### src/rtl/nx_msg_encoder_if.sv
// Host request bus and outbound stream bundle for the Nexus message encoder.
// The master modport is the encoder's view; slave is the host/downstream view.
interface nx_msg_encoder_if #(
    parameter int STREAM_WIDTH   = 32,
    parameter int ADDR_ROW_WIDTH = 4,
    parameter int ADDR_COL_WIDTH = 4,
    parameter int COMMAND_WIDTH  = 2
);
    localparam int PAYLOAD_WIDTH = STREAM_WIDTH - ADDR_ROW_WIDTH - ADDR_COL_WIDTH - COMMAND_WIDTH;

    // Host request side
    logic [COMMAND_WIDTH-1:0]  req_cmd_i;
    logic [ADDR_ROW_WIDTH-1:0] req_row_i;
    logic [ADDR_COL_WIDTH-1:0] req_col_i;
    logic [PAYLOAD_WIDTH-1:0]  req_payload_i;
    logic                      req_bcast_i;
    logic                      req_valid_i;
    logic                      req_ready_o;

    // Outbound stream side (feeds the north port of node (0,0))
    logic [STREAM_WIDTH-1:0]   msg_data_o;
    logic                      msg_valid_o;
    logic                      msg_ready_i;

    modport master (
        input  req_cmd_i,
        input  req_row_i,
        input  req_col_i,
        input  req_payload_i,
        input  req_bcast_i,
        input  req_valid_i,
        output req_ready_o,
        output msg_data_o,
        output msg_valid_o,
        input  msg_ready_i
    );

    modport slave (
        output req_cmd_i,
        output req_row_i,
        output req_col_i,
        output req_payload_i,
        output req_bcast_i,
        output req_valid_i,
        input  req_ready_o,
        input  msg_data_o,
        input  msg_valid_o,
        output msg_ready_i
    );
endinterface

### src/rtl/nx_msg_encoder.sv
// Nexus mesh host-side message encoder: buffers host requests in a small FIFO,
// serialises each into one addressed stream word, and expands broadcasts into
// one word per node in row-major order.
module nx_msg_encoder #(
    parameter int STREAM_WIDTH   = 32,
    parameter int ADDR_ROW_WIDTH = 4,
    parameter int ADDR_COL_WIDTH = 4,
    parameter int COMMAND_WIDTH  = 2,
    parameter int ROWS           = 4,
    parameter int COLS           = 4,
    parameter int FIFO_DEPTH     = 4
) (
    input  logic                 clk_i,
    input  logic                 rst_i,
    nx_msg_encoder_if.master     bus,
    output logic                 idle_o,
    output logic [31:0]          sent_count_o
);
    localparam int PAYLOAD_WIDTH = STREAM_WIDTH - ADDR_ROW_WIDTH - ADDR_COL_WIDTH - COMMAND_WIDTH;
    localparam int ENTRY_WIDTH   = COMMAND_WIDTH + ADDR_ROW_WIDTH + ADDR_COL_WIDTH + PAYLOAD_WIDTH + 1;
    localparam int PTR_W         = $clog2(FIFO_DEPTH);

    localparam logic [0:0] ST_IDLE  = 1'b0;
    localparam logic [0:0] ST_BCAST = 1'b1;

    localparam logic [ADDR_ROW_WIDTH-1:0] LAST_ROW  = ADDR_ROW_WIDTH'(ROWS - 1);
    localparam logic [ADDR_COL_WIDTH-1:0] LAST_COL  = ADDR_COL_WIDTH'(COLS - 1);
    // Position following (0,0) in row-major order; single-column grids step down a row.
    localparam logic [ADDR_ROW_WIDTH-1:0] FIRST_ROW = ADDR_ROW_WIDTH'((COLS == 1) ? 1 : 0);
    localparam logic [ADDR_COL_WIDTH-1:0] FIRST_COL = ADDR_COL_WIDTH'((COLS == 1) ? 0 : 1);
    localparam bit                        SINGLE_NODE = (ROWS * COLS == 1);

    // ------------------------------------------------------------------
    // Request FIFO
    // ------------------------------------------------------------------
    logic [ENTRY_WIDTH-1:0] r_fifo_mem [FIFO_DEPTH];
    logic [PTR_W:0]         r_wr_ptr;
    logic [PTR_W:0]         r_rd_ptr;

    logic                   w_empty;
    logic                   w_full;
    logic                   w_push;
    logic                   w_pop;
    logic [ENTRY_WIDTH-1:0] w_push_entry;
    logic [ENTRY_WIDTH-1:0] w_head;

    logic [COMMAND_WIDTH-1:0]  w_head_cmd;
    logic [ADDR_ROW_WIDTH-1:0] w_head_row;
    logic [ADDR_COL_WIDTH-1:0] w_head_col;
    logic [PAYLOAD_WIDTH-1:0]  w_head_payload;
    logic                      w_head_bcast;

    // Full/empty come from registered pointers only, so a pop cannot open a slot
    // for a push in the same cycle.
    assign w_empty = (r_wr_ptr == r_rd_ptr);
    assign w_full  = (r_wr_ptr[PTR_W] != r_rd_ptr[PTR_W]) &&
                     (r_wr_ptr[PTR_W-1:0] == r_rd_ptr[PTR_W-1:0]);

    assign bus.req_ready_o = !w_full && !rst_i;
    assign w_push          = bus.req_valid_i && bus.req_ready_o;
    assign w_push_entry    = {bus.req_cmd_i, bus.req_row_i, bus.req_col_i,
                              bus.req_payload_i, bus.req_bcast_i};

    assign w_head = r_fifo_mem[r_rd_ptr[PTR_W-1:0]];
    assign {w_head_cmd, w_head_row, w_head_col, w_head_payload, w_head_bcast} = w_head;

    // Storage array: written on push, no reset needed since pointers guard reads.
    always_ff @(posedge clk_i) begin
        if (w_push) begin
            r_fifo_mem[r_wr_ptr[PTR_W-1:0]] <= w_push_entry;
        end
    end

    // FIFO pointers; reset flushes any queued requests.
    always_ff @(posedge clk_i) begin
        if (rst_i) begin
            r_wr_ptr <= '0;
            r_rd_ptr <= '0;
        end else begin
            if (w_push) begin
                r_wr_ptr <= r_wr_ptr + 1'b1;
            end
            if (w_pop) begin
                r_rd_ptr <= r_rd_ptr + 1'b1;
            end
        end
    end

    // ------------------------------------------------------------------
    // Output stage and broadcast FSM
    // ------------------------------------------------------------------
    logic [0:0]                r_state;
    logic [STREAM_WIDTH-1:0]   r_msg_data;
    logic                      r_msg_valid;
    logic [ADDR_ROW_WIDTH-1:0] r_bc_row;
    logic [ADDR_COL_WIDTH-1:0] r_bc_col;
    logic [COMMAND_WIDTH-1:0]  r_bc_cmd;
    logic [PAYLOAD_WIDTH-1:0]  r_bc_payload;
    logic [31:0]               r_sent_count;

    logic                      w_out_free;
    logic                      w_bc_last;
    logic [ADDR_ROW_WIDTH-1:0] w_bc_row_next;
    logic [ADDR_COL_WIDTH-1:0] w_bc_col_next;

    assign w_out_free = !r_msg_valid || bus.msg_ready_i;
    assign w_pop      = (r_state == ST_IDLE) && !w_empty && w_out_free;
    assign w_bc_last  = (r_bc_row == LAST_ROW) && (r_bc_col == LAST_COL);

    // Row-major step of the broadcast cursor: advance column, wrap into next row.
    always_comb begin
        w_bc_row_next = r_bc_row;
        w_bc_col_next = r_bc_col + ADDR_COL_WIDTH'(1);
        if (r_bc_col == LAST_COL) begin
            w_bc_col_next = '0;
            w_bc_row_next = r_bc_row + ADDR_ROW_WIDTH'(1);
        end
    end

    // FSM and output register: load a new word whenever the stage is free.
    always_ff @(posedge clk_i) begin
        if (rst_i) begin
            r_state      <= ST_IDLE;
            r_msg_data   <= '0;
            r_msg_valid  <= 1'b0;
            r_bc_row     <= '0;
            r_bc_col     <= '0;
            r_bc_cmd     <= '0;
            r_bc_payload <= '0;
        end else begin
            case (r_state)
                ST_IDLE: begin
                    if (w_pop) begin
                        r_msg_valid <= 1'b1;
                        if (w_head_bcast) begin
                            // First broadcast word always targets (0,0).
                            r_msg_data   <= {{ADDR_ROW_WIDTH{1'b0}}, {ADDR_COL_WIDTH{1'b0}},
                                             w_head_cmd, w_head_payload};
                            r_bc_cmd     <= w_head_cmd;
                            r_bc_payload <= w_head_payload;
                            if (!SINGLE_NODE) begin
                                r_bc_row <= FIRST_ROW;
                                r_bc_col <= FIRST_COL;
                                r_state  <= ST_BCAST;
                            end
                        end else begin
                            r_msg_data <= {w_head_row, w_head_col, w_head_cmd, w_head_payload};
                        end
                    end else if (w_out_free) begin
                        r_msg_valid <= 1'b0;
                    end
                end
                ST_BCAST: begin
                    if (w_out_free) begin
                        r_msg_valid <= 1'b1;
                        r_msg_data  <= {r_bc_row, r_bc_col, r_bc_cmd, r_bc_payload};
                        if (w_bc_last) begin
                            r_state <= ST_IDLE;
                        end else begin
                            r_bc_row <= w_bc_row_next;
                            r_bc_col <= w_bc_col_next;
                        end
                    end
                end
                default: begin
                    r_state     <= ST_IDLE;
                    r_msg_valid <= 1'b0;
                end
            endcase
        end
    end

    // Count completed outbound transfers; a word in flight at reset is not counted.
    always_ff @(posedge clk_i) begin
        if (rst_i) begin
            r_sent_count <= '0;
        end else if (r_msg_valid && bus.msg_ready_i) begin
            r_sent_count <= r_sent_count + 32'd1;
        end
    end

    assign bus.msg_data_o  = r_msg_data;
    assign bus.msg_valid_o = r_msg_valid;
    assign sent_count_o    = r_sent_count;
    assign idle_o          = w_empty && (r_state == ST_IDLE) && !r_msg_valid;

endmodule

### src/flat_wrapper.sv
// flat-port wrapper written by rule: the top's interface ports become plain ports
module nx_msg_encoder_flat 
#(
    parameter int STREAM_WIDTH   = 32,
    parameter int ADDR_ROW_WIDTH = 4,
    parameter int ADDR_COL_WIDTH = 4,
    parameter int COMMAND_WIDTH  = 2,
    parameter int ROWS           = 4,
    parameter int COLS           = 4,
    parameter int FIFO_DEPTH     = 4
)
  (clk_i, rst_i, idle_o, sent_count_o, bus_req_cmd_i, bus_req_row_i, bus_req_col_i, bus_req_payload_i, bus_req_bcast_i, bus_req_valid_i, bus_req_ready_o, bus_msg_data_o, bus_msg_valid_o, bus_msg_ready_i);
  nx_msg_encoder_if #(.STREAM_WIDTH(STREAM_WIDTH), .ADDR_ROW_WIDTH(ADDR_ROW_WIDTH), .ADDR_COL_WIDTH(ADDR_COL_WIDTH), .COMMAND_WIDTH(COMMAND_WIDTH)) bus_i ();
  input  logic clk_i;
  input  logic rst_i;
  output logic idle_o;
  output logic [31:0] sent_count_o;
  input wire logic [$bits(bus_i.req_cmd_i)-1:0] bus_req_cmd_i;
  input wire logic [$bits(bus_i.req_row_i)-1:0] bus_req_row_i;
  input wire logic [$bits(bus_i.req_col_i)-1:0] bus_req_col_i;
  input wire logic [$bits(bus_i.req_payload_i)-1:0] bus_req_payload_i;
  input wire logic [$bits(bus_i.req_bcast_i)-1:0] bus_req_bcast_i;
  input wire logic [$bits(bus_i.req_valid_i)-1:0] bus_req_valid_i;
  output wire logic [$bits(bus_i.req_ready_o)-1:0] bus_req_ready_o;
  output wire logic [$bits(bus_i.msg_data_o)-1:0] bus_msg_data_o;
  output wire logic [$bits(bus_i.msg_valid_o)-1:0] bus_msg_valid_o;
  input wire logic [$bits(bus_i.msg_ready_i)-1:0] bus_msg_ready_i;
  assign bus_i.req_cmd_i = bus_req_cmd_i;
  assign bus_i.req_row_i = bus_req_row_i;
  assign bus_i.req_col_i = bus_req_col_i;
  assign bus_i.req_payload_i = bus_req_payload_i;
  assign bus_i.req_bcast_i = bus_req_bcast_i;
  assign bus_i.req_valid_i = bus_req_valid_i;
  assign bus_req_ready_o = bus_i.req_ready_o;
  assign bus_msg_data_o = bus_i.msg_data_o;
  assign bus_msg_valid_o = bus_i.msg_valid_o;
  assign bus_i.msg_ready_i = bus_msg_ready_i;
  nx_msg_encoder #(.STREAM_WIDTH(STREAM_WIDTH), .ADDR_ROW_WIDTH(ADDR_ROW_WIDTH), .ADDR_COL_WIDTH(ADDR_COL_WIDTH), .COMMAND_WIDTH(COMMAND_WIDTH), .ROWS(ROWS), .COLS(COLS), .FIFO_DEPTH(FIFO_DEPTH)) u_core (.clk_i(clk_i), .rst_i(rst_i), .bus(bus_i), .idle_o(idle_o), .sent_count_o(sent_count_o));
endmodule
### config.mk
export PLATFORM = sky130hd
export DESIGN_NAME = nx_msg_encoder_flat
export DESIGN_NICKNAME = d
export VERILOG_FILES = /design/src/rtl/nx_msg_encoder_if.sv /design/src/rtl/nx_msg_encoder.sv /design/src/flat_wrapper.sv
export SDC_FILE = /design/constraint.sdc
export NUM_CORES = 1
export LEC_CHECK = 0
export ABC_AREA = 1
export ABC_CLOCK_PERIOD_IN_PS = 4500
export CORE_ASPECT_RATIO = 1.75
export CORE_MARGIN = 10
export CORE_UTILIZATION = 42
export DETAILED_ROUTE_END_ITERATION = 10
export GPL_TIMING_DRIVEN = 0
export PLACE_DENSITY = 0.66
export SLEW_MARGIN = 15
export SYNTH_ARGS = -nofsm -noshare
export SYNTH_HDL_FRONTEND = slang
export SYNTH_SLANG_ARGS = --single-unit
### constraint.sdc
create_clock -name clk_i -period 4.5 [get_ports clk_i]
set_input_delay 0.45 -clock clk_i [delete_from_list [all_inputs] [get_ports clk_i]]
set_output_delay 0.45 -clock clk_i [all_outputs]
set_load 0.02 [all_outputs]
==> impl_metrics.csv <==
group,metric,value,unit
worst_hold_path,hold_start,"u_core.r_rd_ptr[2]",
timing,fin_tns_setup,0,ns
place,gp_congestion,0.908,
worst_hold_path,hp-class,"reg -> reg",
setup_path,path_cells,"clkdlybuf4s50_1 -> inv_1 -> clkbuf_1 -> clkbuf_1 -> nand2_1 -> inv_1 -> clkdlybuf4s50_1",
synth,syn_nets,1123,
route,drc_errors,0,
setup_path,worstPathRequired,4.05,ns
place,portBuffers,103,
cts,hold_buffers,0,
finish,stdcell_area,12200,sq um
cts,cts.clk_slew.worst_paths,0.06,ns
timing,setup_viol,0,
timing,max_freq,0.297,GHz
synth,muxShareOfSynthArea,0,%
route,vias,7672,
setup_path,crit_arrival,2.91,ns
timing,hold_violations,0,
cts,cts_root_buf,"clkbuf_16",
grt,grt_pass1_vias,7739,
place,place_area,11400,sq um
job,maxCapViolCount,0,
power,p_per_area,563,nW/um^2
synth,synth_top_family_by_area,"simple AND/OR/NAND/NOR gates",
place,hpwl,18.4,mm
route,wire_per_inst,16.5,um
finish,instances_no_fill,1529,
finish,nets,1255,
grt,grt_overflow_total,0,
finish,syn2layout_area_growth,22.9,%
synth,yosys-top-cells-area,"edfxtp_1 40%, dfxtp_1 21%, nor2_1 8.2%",
die,initial_core_util,42.4,%
synth,synth_area,9900,sq um
die,die_y,223,um
synth,seq_area_frac_synth,61.4,%
synth,synthAdderAreaFrac,1.01,%
grt,track_usage,16.2,%
die,core_area,23300,sq um
run_status,outcome,"finished, final reports clean",
route,ant_nets,0,
setup_path,cpMaxStageDelayCell,"clkdlybuf4s50_1",
setup_path,rr_startpoint,"u_core.r_wr_ptr[1]",
setup_path,max_stage_delay,0.61,ns
timing,finalMaxSlewViolations,0,
cts,postCtsSetupBuffers,0,
synth,ys_ff_latch,238,
cts,cts_sinks,238,
cts,cts_tree,"done",
timing,finClkSkew,0.00872,ns
cts,numCtsBuffers,23,
die,die_w,136,um
setup_path,cp_max_fo,10,
finish,final_util,52.2,%
grt,grt_max_degree,25,
setup_path,cp-end-kind,"primary output",
synth,synthXorXnorAreaFrac,0.884,%
route,drt_iter0_markers,451,
grt,grt_pass1_wl,39.4,mm
timing,min_period,3.36,ns
timing,fin_crit_sh,74.7,%
setup_path,crit_type,"in -> out",
die,core.rowCount,74,
cts,cts_resized,0,
cts,worstSkewPairLatency,0.51,ns
place,dp_cells,1489,
cts,clk_path_buf_depth,3,
finish,num-fill-cells,2175,
synth,synthCells,1078,
finish,drive_gt1_share,7.76,%
finish,n_antenna_cell,0,
route,avgViaCountPerCell,5.02,
power,leakage,4.58,nW
synth,avgSynthCellArea,9.19,sq um
setup_path,cp-start-kind,"input pin",
cts,ctsHtreeMaxLevel,1,
power,ir_worst_vdd,0.301,mV
synth,synth_top_cell_area_share,40.0,%
die,die_area,30400,sq um
synth,synth_top_cell_by_area,"edfxtp_1",
synth,synth-compound-area-share,9.61,%
grt,antenna_found_initial,0,
timing,max_slew_margin,54.2,%
timing,rsz0062_at_grt,"no",
setup_path,cp-startpoint,"rst_i",
die,ios,104,
timing,worstMarginPinSlew,0.685,ns
synth,synth.distinct_cells,34,
route,routed_wirelength,25.2,mm
synth,synthSimpleGateAreaFrac,22.0,%
route,drtPass1Iterations,5,
synth,yosysWarnings,0,
-- metal layers --
| layer | track usage [%] | part of all wire [%] |
|---|---|---|
| met5 | 0 | 0 |
| met3 | 2.61 | 5.5 |
| met1 | 16.7 | 38 |
| met4 | 8.07 | 4.2 |
| met2 | 30.3 | 52 |
-- placed cells by master, fill, tap and decap left out, types with 6 or more instances in the layout --
master | Yosys | final
nand2_1 | 216 | 216
nor2_1 | 217 | 213
edfxtp_1 | 132 | 132
o21ai_0 | 119 | 119
dfxtp_1 | 106 | 106
clkdlybuf4s50_1 | 0 | 103
nand3_1 | 67 | 67
inv_1 | 58 | 58
a21oi_1 | 30 | 30
clkbuf_1 | 21 | 27
clkbuf_16 | 0 | 23
o22ai_1 | 21 | 21
buf_2 | 13 | 13
nor2_4 | 4 | 8
nand4_1 | 8 | 8
ha_1 | 8 | 8
xor2_1 | 7 | 7
buf_6 | 6 | 6
a21oi_2 | 6 | 6
-- kinds of logic (layout without fill, tap and decap cells) --
logic type / count (synthesis) / in the layout
fa+ha+maj: 8 / 8
compound gates: 179 / 179
simple gates: 530 / 530
xor+xnor: 10 / 10
flops: 238 / 238
buf+inv: 113 / 260
-- cell type report --
class                      instances  area (sq um)  share of cell area, %
inverter                          64           243                   1.99
clock buffer                      29           598                   4.91
multi-input combinational        727          3350                   27.5
clock inverter                    11           138                   1.13
sequential                       238          6090                   50.0
tap                              304           380                   3.13
timing repair buffer             107          1120                   9.19
buffer                            49           259                   2.13
-- stage by stage --
| stage | hold slack [ns] | worst slack (ns) | total power, W |
|---|---|---|---|
| after floorplan | 0.454 | 1.77 | 0.00415 |
| after global placement | 0.478 | -0.0589 | 0.00494 |
| after detailed placement | 0.487 | 1.11 | 0.00497 |
| after CTS | 0.500 | 1.10 | 0.00689 |
| after global routing | 0.528 | 1.02 | 0.00724 |
| final | 0.505 | 1.14 | 0.00685 |
-- cells in the mapped netlist --
| master | number |
|---|---|
| o22ai_1 | 21 |
| buf_6 | 6 |
| nand2_4 | 1 |
| nand3_1 | 67 |
| xnor2_1 | 3 |
| nand2_2 | 4 |
| clkbuf_1 | 21 |
| clkinv_1 | 1 |
| buf_4 | 2 |
| clkbuf_2 | 5 |
| o21ai_2 | 1 |
| or2_2 | 1 |
| nand3_2 | 2 |
| inv_1 | 58 |
| a21oi_2 | 6 |
| inv_4 | 1 |
| inv_2 | 4 |
| nor3b_1 | 1 |
| dfxtp_1 | 106 |
| ha_1 | 8 |
| a31oi_1 | 1 |
| nor2_4 | 4 |
| buf_1 | 2 |
| nor2_2 | 5 |
| xor2_1 | 7 |
| nand2_1 | 216 |
| o21ai_0 | 119 |
| nor2_1 | 217 |
| nor3_1 | 4 |
| a21oi_1 | 30 |
| edfxtp_1 | 132 |
| o21a_1 | 1 |
| buf_2 | 13 |
| nand4_1 | 8 |
-- state kept, by name, summed over array words and instances, names as in the netlist, named ones only --
| name | flops |
|---|---|
| u_core.r_fifo_mem | 132 |
| u_core.bus.msg_data_o | 32 |
| u_core.sent_count_o | 32 |
| u_core.r_bc_payload | 22 |
| u_core.r_bc_col | 4 |
| u_core.r_bc_row | 4 |
| u_core.r_rd_ptr | 3 |
| u_core.r_wr_ptr | 3 |
| u_core.r_bc_cmd | 2 |
| u_core.bus.msg_valid_o | 1 |
| u_core.r_state | 1 |
-- path summary, 6_finish.rpt --
check	end	slack, ns	cells after the start
max	bus_req_ready_o	1.14	7
min	u_core.r_rd_ptr[2]	0.51	2
max reg2reg	u_core.r_fifo_mem[1][24]	2.08	7
min reg2reg	u_core.r_rd_ptr[2]	0.51	2
-- worst max-delay path, delay by kind of cell --
kind | cells | cell delay [ns]
buffers and inverters | 6 | 2.36
AND/OR/NAND/NOR | 1 | 0.11
-- power breakdown --
| group | internal [W] | switching [W] | leakage (nW) |
|---|---|---|---|
| clock | 0.00111 | 0.000804 | 0.353 |
| sequential | 0.00254 | 0.000143 | 2.07 |
| combinational | 0.000783 | 0.00147 | 2.16 |
No activity file was read; power rests on OpenSTA's default activity.
